$ cat src/rtl/taillight_request_scheduler.sv
// Taillight request scheduler: switch sync/debounce, request priority,
// and valid/ready command issue to the lamp pattern sequencer.
module taillight_request_scheduler #(
    parameter int DEBOUNCE_TICKS = 3,
    parameter int GAP_TICKS      = 2
) (
    input  logic       clk,
    input  logic       reset,
    input  logic       tick,
    input  logic       sw_left,
    input  logic       sw_right,
    input  logic       sw_haz,
    input  logic       cmd_ready,
    input  logic       seq_done,
    output logic       cmd_valid,
    output logic [1:0] cmd,
    output logic [1:0] active,
    output logic       fault
);

    localparam int CW = (DEBOUNCE_TICKS < 1) ? 1
                      : $clog2(DEBOUNCE_TICKS + 1);
    localparam int GW = (GAP_TICKS < 1) ? 1
                      : $clog2(GAP_TICKS + 1);

    localparam logic [CW-1:0] DB_LAST  = CW'(DEBOUNCE_TICKS - 1);
    localparam logic [GW-1:0] GAP_LOAD = GW'(GAP_TICKS);
    localparam logic [GW-1:0] GAP_ONE  = GW'(1);

    localparam logic [1:0] CMD_NONE  = 2'b00;
    localparam logic [1:0] CMD_LEFT  = 2'b01;
    localparam logic [1:0] CMD_RIGHT = 2'b10;
    localparam logic [1:0] CMD_HAZ   = 2'b11;

    typedef enum logic [1:0] {
        S_IDLE,
        S_ISSUE,
        S_RUN,
        S_GAP
    } state_t;

    // bit 0 left, bit 1 right, bit 2 hazard
    logic [2:0]    w_sw;
    logic [2:0]    r_sync1;
    logic [2:0]    r_sync2;
    logic [2:0]    r_deb;
    logic [CW-1:0] r_db_cnt [3];

    logic          w_left;
    logic          w_right;
    logic          w_haz;
    logic [1:0]    w_req;

    state_t        r_state;
    logic          r_valid;
    logic [1:0]    r_cmd;
    logic [1:0]    r_active;
    logic          r_fault;
    logic [GW-1:0] r_gap_cnt;

    assign w_sw    = {sw_haz, sw_right, sw_left};
    assign w_left  = r_deb[0];
    assign w_right = r_deb[1];
    assign w_haz   = r_deb[2];

    // Two-flop synchronizer for the asynchronous switch levels
    always_ff @(posedge clk or posedge reset) begin
        if (reset) begin
            r_sync1 <= '0;
            r_sync2 <= '0;
        end else begin
            r_sync1 <= w_sw;
            r_sync2 <= r_sync1;
        end
    end

    // Per-switch debounce: flip only after DEBOUNCE_TICKS disagreeing ticks
    always_ff @(posedge clk or posedge reset) begin
        if (reset) begin
            r_deb <= '0;
            for (int i = 0; i < 3; i++) begin
                r_db_cnt[i] <= '0;
            end
        end else if (tick) begin
            for (int i = 0; i < 3; i++) begin
                if (r_sync2[i] != r_deb[i]) begin
                    if (r_db_cnt[i] == DB_LAST) begin
                        r_deb[i]    <= ~r_deb[i];
                        r_db_cnt[i] <= '0;
                    end else begin
                        r_db_cnt[i] <= r_db_cnt[i] + CW'(1);
                    end
                end else begin
                    r_db_cnt[i] <= '0;
                end
            end
        end
    end

    // Priority resolution: hazard (or both turns) beats left beats right
    always_comb begin
        w_req = CMD_NONE;
        if (w_haz | (w_left & w_right)) begin
            w_req = CMD_HAZ;
        end else if (w_left) begin
            w_req = CMD_LEFT;
        end else if (w_right) begin
            w_req = CMD_RIGHT;
        end
    end

    // Both turn switches on without hazard is flagged as a fault
    always_ff @(posedge clk or posedge reset) begin
        if (reset) begin
            r_fault <= 1'b0;
        end else begin
            r_fault <= w_left & w_right & ~w_haz;
        end
    end

    // Command FSM: issue, run, inter-pattern gap, hazard preemption
    always_ff @(posedge clk or posedge reset) begin
        if (reset) begin
            r_state   <= S_IDLE;
            r_valid   <= 1'b0;
            r_cmd     <= CMD_NONE;
            r_active  <= CMD_NONE;
            r_gap_cnt <= '0;
        end else begin
            case (r_state)
                S_IDLE: begin
                    if (w_req != CMD_NONE) begin
                        r_cmd   <= w_req;
                        r_valid <= 1'b1;
                        r_state <= S_ISSUE;
                    end
                end
                S_ISSUE: begin
                    if (cmd_ready) begin
                        r_valid  <= 1'b0;
                        r_active <= r_cmd;
                        r_state  <= S_RUN;
                    end
                end
                S_RUN: begin
                    if (w_req == CMD_HAZ && r_active != CMD_HAZ) begin
                        r_cmd   <= CMD_HAZ;
                        r_valid <= 1'b1;
                        r_state <= S_ISSUE;
                    end else if (seq_done) begin
                        r_active <= CMD_NONE;
                        if (GAP_TICKS > 0) begin
                            r_gap_cnt <= GAP_LOAD;
                            r_state   <= S_GAP;
                        end else if (w_req != CMD_NONE) begin
                            r_cmd   <= w_req;
                            r_valid <= 1'b1;
                            r_state <= S_ISSUE;
                        end else begin
                            r_state <= S_IDLE;
                        end
                    end
                end
                S_GAP: begin
                    if (w_req == CMD_HAZ) begin
                        r_cmd   <= CMD_HAZ;
                        r_valid <= 1'b1;
                        r_state <= S_ISSUE;
                    end else if (tick) begin
                        if (r_gap_cnt <= GAP_ONE) begin
                            r_gap_cnt <= '0;
                            if (w_req != CMD_NONE) begin
                                r_cmd   <= w_req;
                                r_valid <= 1'b1;
                                r_state <= S_ISSUE;
                            end else begin
                                r_state <= S_IDLE;
                            end
                        end else begin
                            r_gap_cnt <= r_gap_cnt - GW'(1);
                        end
                    end
                end
                default: begin
                    r_state <= S_IDLE;
                    r_valid <= 1'b0;
                end
            endcase
        end
    end

    assign cmd_valid = r_valid;
    assign cmd       = r_cmd;
    assign active    = r_active;
    assign fault     = r_fault;

endmodule
$ cat config.mk
export PLATFORM = sky130hd
export DESIGN_NAME = taillight_request_scheduler
export DESIGN_NICKNAME = d
export VERILOG_FILES = /design/src/rtl/taillight_request_scheduler.sv
export SDC_FILE = /design/constraint.sdc
export NUM_CORES = 1
export LEC_CHECK = 0
export ABC_AREA = 1
export CAP_MARGIN = 30
export CORE_MARGIN = 10
export CORE_UTILIZATION = 57
export DETAILED_ROUTE_END_ITERATION = 8
export PLACE_DENSITY = 0.89
export SETUP_SLACK_MARGIN = 0.2
export SYNTH_ARGS = -nofsm -noshare
export SYNTH_HDL_FRONTEND = slang
export SYNTH_SLANG_ARGS = --single-unit
$ cat constraint.sdc
create_clock -name clk -period 2.8 [get_ports clk]
set_input_delay 0.42 -clock clk [delete_from_list [all_inputs] [get_ports clk]]
set_output_delay 0.42 -clock clk [all_outputs]
set_load 0.005 [all_outputs]
==> impl_metrics.toml, run 1 <==
[run_status]
outcome = "completed"

[critical_path]
worstSetupPathType = "reg2out"
crit_arrival_ps = 1250
cp-start-kind = "flip-flop"
endpoint_kind = "output port"
cp_top_family = "buffers and inverters"
cp_num_cells = 1
crit_slowest_cell = "clkdlybuf4s50_1"
path_buf_inv = 1
cp_max_fo = 4
required_ps = 2380
cp_cell_sequence = "clkdlybuf4s50_1"
max_stage_delay_ps = 520
r2r.worst_path.cells = 7

[place]
portBuffers = 13
placed_area_mm2 = 0.00132
pre_cts_ws_ps = 1010
hpwl_mm = 1.69
gp_congestion = 0.945

[power_and_ir_drop]
cellLeakagePower_nw = 0.679
pwr-share-clk = 0.125
p_seq_frac = 0.441
p_sw_mw = 0.583
switching_share = 0.422
total_power_mw = 1.38
powerDensity_mw_per_mm2 = 1020
power.share.combinational = 0.434
max-vdd-ir-drop_mv = 0.560
p_int_mw = 0.799

[sta]
worst_hold_slack_ps = 369
fin_crit_ps = 1670
clock.fmax_mhz = 599
clock_skew_ps = 7.72
rsz0062_at_grt = "no"
layout_setup_ws_ps = 1130
hold_viol = 0
fin_setup_tns_ps = 0
setup_viol = 0
maxSlewHeadroom = 0.391
fin_crit_sh = 0.597
tightest_slew_ps = 912
drv_slew = 0

[global_route]
grt-ovfl-total = 0
grt_usage = 0.115
grt_antenna_before_repair = 0
grt_pass1_vias = 1013
grt_max_degree = 26
grt_pass1_wl_mm = 3.98

[yosys]
ys_seq_area_frac = 0.539
synth_edf_count = 0
ys_ff_latch = 25
netlist_instances = 142
ys_types = 18
yosysWarnings = 0
postSynthAreaPerCell_um2 = 8.18
synth_area_mm2 = 0.00116
synth_flop_cell = "dfrtp_1"
syn-num-nets = 150
ys_async_sr_fraction = 1.00

[cells_and_area]
antennaDiodeCount = 0
final_area_mm2 = 0.00135
drive_gt1_frac = 0.108
nNetsFinal = 167
layout_commonest_cell = "nand2_1"
final_cell_mix = "nand2_1 (41), dfrtp_1 (25), nand3_1 (17), inv_1 (16), clkdlybuf4s50_1 (13)"
syn2layout_area_growth_pct = 16.4

[clocking]
hold_buffers = 0
clockBufferDepth = 2
clkSinkCount = 25
cts_setup_buffers = 0
cts_max_level = 1
cts-root-buf = "clkbuf_4"
cts_tree = "yes"
cts_resized = 0
cts_made_buffers = 3
clk_pin_slew_ps = 150
clk_latency_ps = 330

[floorplanning]
initial_core_util = 0.598
dieArea_mm2 = 0.00424
row_count = 16
io_pins = 14
placeableCoreArea_mm2 = 0.00194
dieWidth_um = 65.1
die_h_um = 65.1

[worst_hold_path]
hold_class = "reg2reg"
min_path_cells = 0

[drt]
first_iter_violations = 30
wirelength_mm = 2.16
wl_per_cell_um = 11.7
first_pass_iters = 4
drc_errors = 0
vias = 969
postRouteAntennaNets = 0
vias_per_cell = 5.24

[job]
maxCapViolations = 0
## Yosys cell counts, types with 2 or more instances
library cell	count	area, um2
nand4_1	2	12.5
nand2_2	6	37.5
inv_2	2	7.51
dfrtp_1	25	626
xor2_1	2	17.5
nand3_1	17	85.1
inv_1	16	60.1
nor2_2	3	18.8
nor2_1	10	37.5
nand2_1	41	154
o21ai_0	11	55.1
## per-stage QoR
stage               std cells   util
CTS                       185  0.696
finish                    185  0.696
floorplan                 142      -
detailed placement        181  0.680
global placement          181  0.680
global route              185  0.696
## cell families (layout without fill, tap and decap cells)
family                 count (synthesis)  count (layout)  synth area share
flip-flops                            25              25             0.539
buffers and inverters                 19              35            0.0625
XOR/XNOR                               3               3            0.0226
AND/OR/NAND/NOR                       81              81             0.310
AO/OA/AOI/OAI                         14              14            0.0657
## layer usage
layer,share of wire,GRT usage,wire [um]
met1,0.46,0.140,984
met2,0.48,0.186,1040
met3,0.047,0.0305,102
met4,0.016,0.0535,34
met5,0,0,0
## area by class of cell
cell class / count / area [um2]
clock buffer: 3 / 22.5
clock inverter: 1 / 8.76
fill: 159 / 591
inverter: 18 / 67.6
multi-input combinational: 98 / 463
sequential: 25 / 626
tap: 27 / 33.8
timing repair buffer: 13 / 130
## worst paths after layout
path,from,endpoint,slack [ps]
worst max-delay path,cmd[0]$_DFFE_PP0P_,cmd[0],1130
max in group asynchronous,reset,r_sync2[0]$_DFF_PP0_,1660
worst max register to register,r_state[1]$_DFFE_PP0P_,cmd[1]$_DFFE_PP0P_,1560
worst min-delay path,r_sync1[2]$_DFF_PP0_,r_sync2[2]$_DFF_PP0_,370
worst min register to register,r_sync1[2]$_DFF_PP0_,r_sync2[2]$_DFF_PP0_,370
min in group asynchronous,reset,r_deb[1]$_DFFE_PP0P_,580
## flip-flops by register name, summed over array words and instances (netlist names)
name and count:
r_gap_cnt 2, r_state 2, r_deb 3, r_sync2 3, cmd_valid 1, active 2, fault 1, cmd 2
r_db_cnt 6, r_sync1 3
## power groups by stage
stage | Clock, mW | Sequential, mW | Combinational (mW)
floorplan | 0 | 0.595 | 0.428
detailed placement | 0 | 0.616 | 0.603
finish | 0.173 | 0.609 | 0.600
global placement | 0 | 0.610 | 0.578
global route | 0.185 | 0.633 | 0.702
CTS | 0.174 | 0.608 | 0.606
Power figures use the tool's default switching activity.
==> run 2: changes to the inputs <==
--- a/config.mk
+++ b/config.mk
@@ -8,9 +8,9 @@
 export ABC_AREA = 1
 export CAP_MARGIN = 30
 export CORE_MARGIN = 10
-export CORE_UTILIZATION = 57
+export CORE_UTILIZATION = 48
 export DETAILED_ROUTE_END_ITERATION = 8
-export PLACE_DENSITY = 0.89
+export PLACE_DENSITY = 0.81
 export SETUP_SLACK_MARGIN = 0.2
 export SYNTH_ARGS = -nofsm -noshare
 export SYNTH_HDL_FRONTEND = slang
==> constraint.sdc (replaced) <==
create_clock -name clk -period 1.5 [get_ports clk]
set_input_delay 0.225 -clock clk [delete_from_list [all_inputs] [get_ports clk]]
set_output_delay 0.225 -clock clk [all_outputs]
set_load 0.005 [all_outputs]
==> run 2 against run 1 <==
Effect of this change: clock-buffer cell count did not move; clock power grew 78%; clock skew shrank 5.1 ps; largest cell class unchanged; cell area increased by 4.8%; first-iteration DRC count rose to 3.4 times the previous value; routed wire length increased by 16%; largest power group is now combinational cells.
==> impl_metrics.toml, run 2 (synthesis results as in run 1) <==
[critical_path]
endpoint_kind = "flip-flop"
cp-start-kind = "flip-flop"
required_ps = 1730
crit_arrival_ps = 1480
worstSetupPathType = "reg2reg"
worstReg2RegStart = "r_deb[1]$_DFFE_PP0P_"
cp-startpoint = "r_deb[1]$_DFFE_PP0P_"
cp_max_fo = 5

[clocking]
clk_pin_slew_ps = 140
cts_tree = "yes"
cts_max_level = 1
cts_made_buffers = 3
hold_buffers = 0
cts-root-buf = "clkbuf_4"
clk_latency_ps = 320
clkSinkCount = 25
clockBufferDepth = 2

[floorplanning]
dieArea_mm2 = 0.00479
initial_core_util = 0.515
io_pins = 14
dieWidth_um = 69.2
placeableCoreArea_mm2 = 0.00225
die_h_um = 69.2
row_count = 17

[sta]
drv_slew = 0
clock_skew_ps = 2.58
setup_viol = 0
maxSlewHeadroom = 0.786
tightest_slew_ps = 321
fin_crit_ps = 1250
rsz0062_at_grt = "yes"
hold_viol = 0
clock.fmax_mhz = 799
fin_crit_sh = 0.835
worst_hold_slack_ps = 234

[drt]
vias_per_cell = 5.15
postRouteAntennaNets = 0
first_iter_violations = 102
wirelength_mm = 2.50
vias = 1000
first_pass_iters = 4
wl_per_cell_um = 12.9
drc_errors = 0

[run_status]
outcome = "completed"

[cells_and_area]
nNetsFinal = 175
largest-register = "r_db_cnt"
antennaDiodeCount = 0
multi_input_area_um2 = 468
syn2layout_area_growth_pct = 22.0
seqCellArea_um2 = 629
final_cell_mix = "nand2_1 (41), dfrtp_1 (22), nand3_1 (17), inv_1 (16), o21ai_0 (11)"
largest_register_ffs = 6
utilization = 0.628
finalNonFillerCells = 194
layout_commonest_cell = "nand2_1"
drive_gt1_frac = 0.169
fillerInstances = 189

[global_route]
grt-ovfl-total = 0
grt_pass1_vias = 1032
grt_antenna_before_repair = 0
grt_usage = 0.105
grt_max_degree = 26
grt_pass1_wl_mm = 4.36

[place]
place_inst = 185
gp_congestion = 0.748
hpwl_mm = 1.83
portBuffers = 13

[power_and_ir_drop]
powerDensity_mw_per_mm2 = 1910
cellLeakagePower_nw = 0.737
max-vdd-ir-drop_mv = 0.945
total_power_mw = 2.70

[worst_hold_path]
hold_class = "in2async"

[job]
maxCapViolations = 0
==> run 2: cell types whose count changed in the layout (fill, tap and decap cells not counted) <==
cell             delta
clkinvlp_4          +1
nand2_2             -1
buf_4               +8
dlymetal6s2s_1      +1
clkdlybuf4s50_1     -6
dfrtp_1             -3
dfrtp_2             +3
inv_6               -1
nand2_4             +1
dlygate4sd2_1       +5
==> run 2: path summary, 6_finish.rpt <==
check                                                 to  slack [ps]  depth (start not counted)
worst min register to register      r_sync2[0]$_DFF_PP0_         370                          0
worst max-delay path                  cmd[1]$_DFFE_PP0P_         250                          6
min in group clk                    r_sync1[0]$_DFF_PP0_         320                          1
max in group asynchronous         r_state[0]$_DFFE_PP0P_        1000                          3
worst max register to register        cmd[1]$_DFFE_PP0P_         250                          6
worst min-delay path            r_gap_cnt[1]$_DFFE_PP0P_         230                          3
==> run 2: worst max-delay path: stages, from the launching register on <==
cell and delay [ps]:
dfrtp_1 460, nor2_1 250, o21ai_0 140, inv_1 60, o21ai_0 100, nand3_1 90
nand2_1 60
==> run 2: timing repair <==
action | in CTS | in global routing
hold endpoints to repair | 0 | 0
resized for setup | 5 | 5
setup buffers | 4 | 1
endpoints found under the setup margin | 6 | 7
cloned | 0 | 0
==> run 2: layer usage <==
metal  vias to the layer above  wire, um  track usage
met1                       479      1120        0.118
met5                         -         0            0
met2                        22      1260        0.184
met3                         4        82       0.0243
met4                         0        33       0.0443
li1                        495         -            -
==> run 2: area by class of cell <==
type / count / area share
well taps: 28 / 0.0247
clock inverters: 1 / 0.00530
inverters: 18 / 0.0477
multi-input cells: 98 / 0.330
repair buffers: 21 / 0.132
clock buffers: 3 / 0.0159
flip-flops and latches: 25 / 0.444
==> run 2: through the flow <==
step           worst slack [ps]  cell area (um2)  TNS, ps
6_report                    248             1420        0
2_1_floorplan               454             1160        0
3_3_place_gp               68.3             1340        0
4_1_cts                    68.2             1400        0
5_1_grt                     189             1420        0
3_5_place_dp              -29.3             1340    -43.0
==> run 2: power breakdown <==
| part | internal (mW) | leakage, nW | switching [mW] | total (mW) |
|---|---|---|---|---|
| registers | 0.922 | 0.300 | 0.201 | 1.12 |
| clock network | 0.102 | 0.0139 | 0.207 | 0.308 |
| logic | 0.513 | 0.423 | 0.755 | 1.27 |
==> run 3: changes to the inputs <==
==> constraint.sdc (replaced) <==
create_clock -name clk -period 1.1 [get_ports clk]
set_input_delay 0.165 -clock clk [delete_from_list [all_inputs] [get_ports clk]]
set_output_delay 0.165 -clock clk [all_outputs]
set_load 0.005 [all_outputs]
==> run 3 against run 2 <==
Effect of this change: the run now ends with setup timing left; clock-buffer cell count did not move; global-route usage rose by 1.3 points; sequential power rose by 46%; cell count rose by 7.7%; setup slack got worse by 370 ps; sequential cell count did not move; first-iteration DRC count fell by 43%; routed wire length rose by 33%; maximum frequency rose by 2.4%; via count rose by 13%; sequential share of layout area fell by 8.3 points.
==> impl_metrics.toml, run 3 (synthesis results as in run 1) <==
[drt]
wirelength_mm = 3.31
routed.top_layer = "met4"
postRouteAntennaNets = 0
met3_length_um = 167
drc_errors = 0
vias = 1133
met1_length_mm = 1.22
wl_per_cell_um = 15.9
first_pass_iters = 6
vias_per_cell = 5.42
first_iter_violations = 58
wl_met2_mm = 1.80

[critical_path]
cpMostUsedCell = "o21ai_0"
endpoint_kind = "flip-flop"
cp-start-kind = "flip-flop"
ff2ff_setup_slack_ps = -120
max_stage_delay_ps = 470
worstSetupPathType = "reg2reg"
cp_top_family = "flip-flops"
path_buf_inv = 1
crit_arrival_ps = 1450
crit_slowest_cell = "dfrtp_2"
cp_max_fo = 4
required_ps = 1330
cp_cell_sequence = "nor2_2 > o21ai_0 > inv_1 > o21ai_0 > nand3_1 > nand2_1"

[floorplanning]
placeableCoreArea_mm2 = 0.00225
die_h_um = 69.2
dieArea_mm2 = 0.00479
initial_core_util = 0.515
io_pins = 14
row_count = 17
dieWidth_um = 69.2

[power_and_ir_drop]
total_power_mw = 4.75
p_sw_mw = 2.18
cellLeakagePower_nw = 0.863
switching_share = 0.459
p_seq_frac = 0.342
p_int_mw = 2.57
max-vdd-ir-drop_mv = 1.89
pwr-share-clk = 0.087
powerDensity_mw_per_mm2 = 2720
power.share.combinational = 0.571

[cells_and_area]
largest-register = "r_db_cnt"
final_cell_mix = "nand2_1 (28), dfrtp_1 (21), buf_4 (18), inv_1 (14), nand2_2 (13)"
layout_commonest_cell = "nand2_1"
nNetsFinal = 190
utilization = 0.774
finalNonFillerCells = 209
largest_register_ffs = 6
drive_gt1_frac = 0.486
syn2layout_area_growth_pct = 50.3
antennaDiodeCount = 0
fillerInstances = 142

[place]
place_inst = 196
portBuffers = 13
gp_congestion = 0.767
hpwl_mm = 1.92

[global_route]
grt_pass1_vias = 1095
grt_max_degree = 26
grt_pass1_wl_mm = 4.81
grt-ovfl-total = 0
grt_antenna_before_repair = 0
grt_usage = 0.118

[clocking]
cts_max_level = 1
clkSinkCount = 25
cts_tree = "yes"
cts_made_buffers = 3
clk_pin_slew_ps = 130
clockBufferDepth = 2
hold_buffers = 0
cts-root-buf = "clkbuf_4"
clk_latency_ps = 330

[sta]
rsz0062_at_grt = "yes"
layout_setup_ws_ps = -123
fin_crit_ps = 1220
tightest_slew_ps = 362
setup_viol = 12
clock.fmax_mhz = 818
fin_crit_sh = 1.11
maxSlewHeadroom = 0.758
hold_viol = 0
drv_slew = 0
clock_skew_ps = 0.706

[job]
maxCapViolations = 0

[run_status]
violations = "setup timing"
outcome = "finished, violations left"

[worst_hold_path]
hold_class = "in2async"
==> run 3: cell types whose count changed in the layout (fill, tap and decap cells not counted), moves of 10 or more <==
cell / before / now
nand3_1: 17 / 5
buf_4: 8 / 18
nand2_1: 41 / 28
nand3_2: 1 / 11
==> run 3: final timing paths <==
kind,startpoint,end,cells past startpoint
setup / recovery,r_deb[1]$_DFFE_PP0P_,cmd[1]$_DFFE_PP0P_,6
hold / removal,reset,r_db_cnt[1]$_DFFE_PP0P_,3
setup reg to reg,r_deb[1]$_DFFE_PP0P_,cmd[1]$_DFFE_PP0P_,6
hold reg to reg,r_sync1[2]$_DFF_PP0_,r_sync2[2]$_DFF_PP0_,0
max in group asynchronous,reset,r_deb[2]$_DFFE_PP0P_,3
min in group clk,sw_left,r_sync1[0]$_DFF_PP0_,1
==> run 3: per-stage QoR <==
step	cell area [um2]	setup slack (ps)	TNS, ps	hold WS (ps)
6_report	1750	-123	-846	141
5_1_grt	1750	-274	-1930	176
4_1_cts	1590	-73.6	-603	155
3_5_place_dp	1450	-296	-3960	340
3_3_place_gp	1450	-243	-3480	333
2_1_floorplan	1170	57.1	0	192
==> run 3: timing repair <==
item,in CTS,in global routing
endpoints found under the setup margin,24,25
setup buffers,7,2
hold endpoints to repair,0,0
resized for setup,53,39
pin swaps,7,12
==> run 3: layout make-up <==
| class | instances | area [um2] | area share |
|---|---|---|---|
| multi-input combinational | 98 | 679 | 0.389 |
| sequential | 25 | 631 | 0.361 |
| timing repair buffer | 36 | 303 | 0.173 |
| inverter | 18 | 70.1 | 0.0401 |
| tap | 28 | 35.0 | 0.0201 |
| clock buffer | 3 | 22.5 | 0.0129 |
| clock inverter | 1 | 5.00 | 0.00287 |
==> run 3: per-layer routing <==
metal / track usage / up-vias
li1: - / 528
met4: 0.0687 / 0
met3: 0.0328 / 15
met5: 0 / -
met1: 0.123 / 548
met2: 0.207 / 42
==> run 3: tightest hold or removal path, stage by stage <==
cell             delay (ps)
clkdlybuf4s50_1         390
inv_1                    90
buf_12                  180
==> run 3: power by group through the flow <==
stage	Clock [mW]	Combinational [mW]	Sequential [mW]
2_1_floorplan	0	1.10	1.52
3_3_place_gp	0	1.78	1.52
3_5_place_dp	0	1.87	1.55
4_1_cts	0.413	2.21	1.53
5_1_grt	0.461	2.98	1.66
6_report	0.414	2.71	1.63
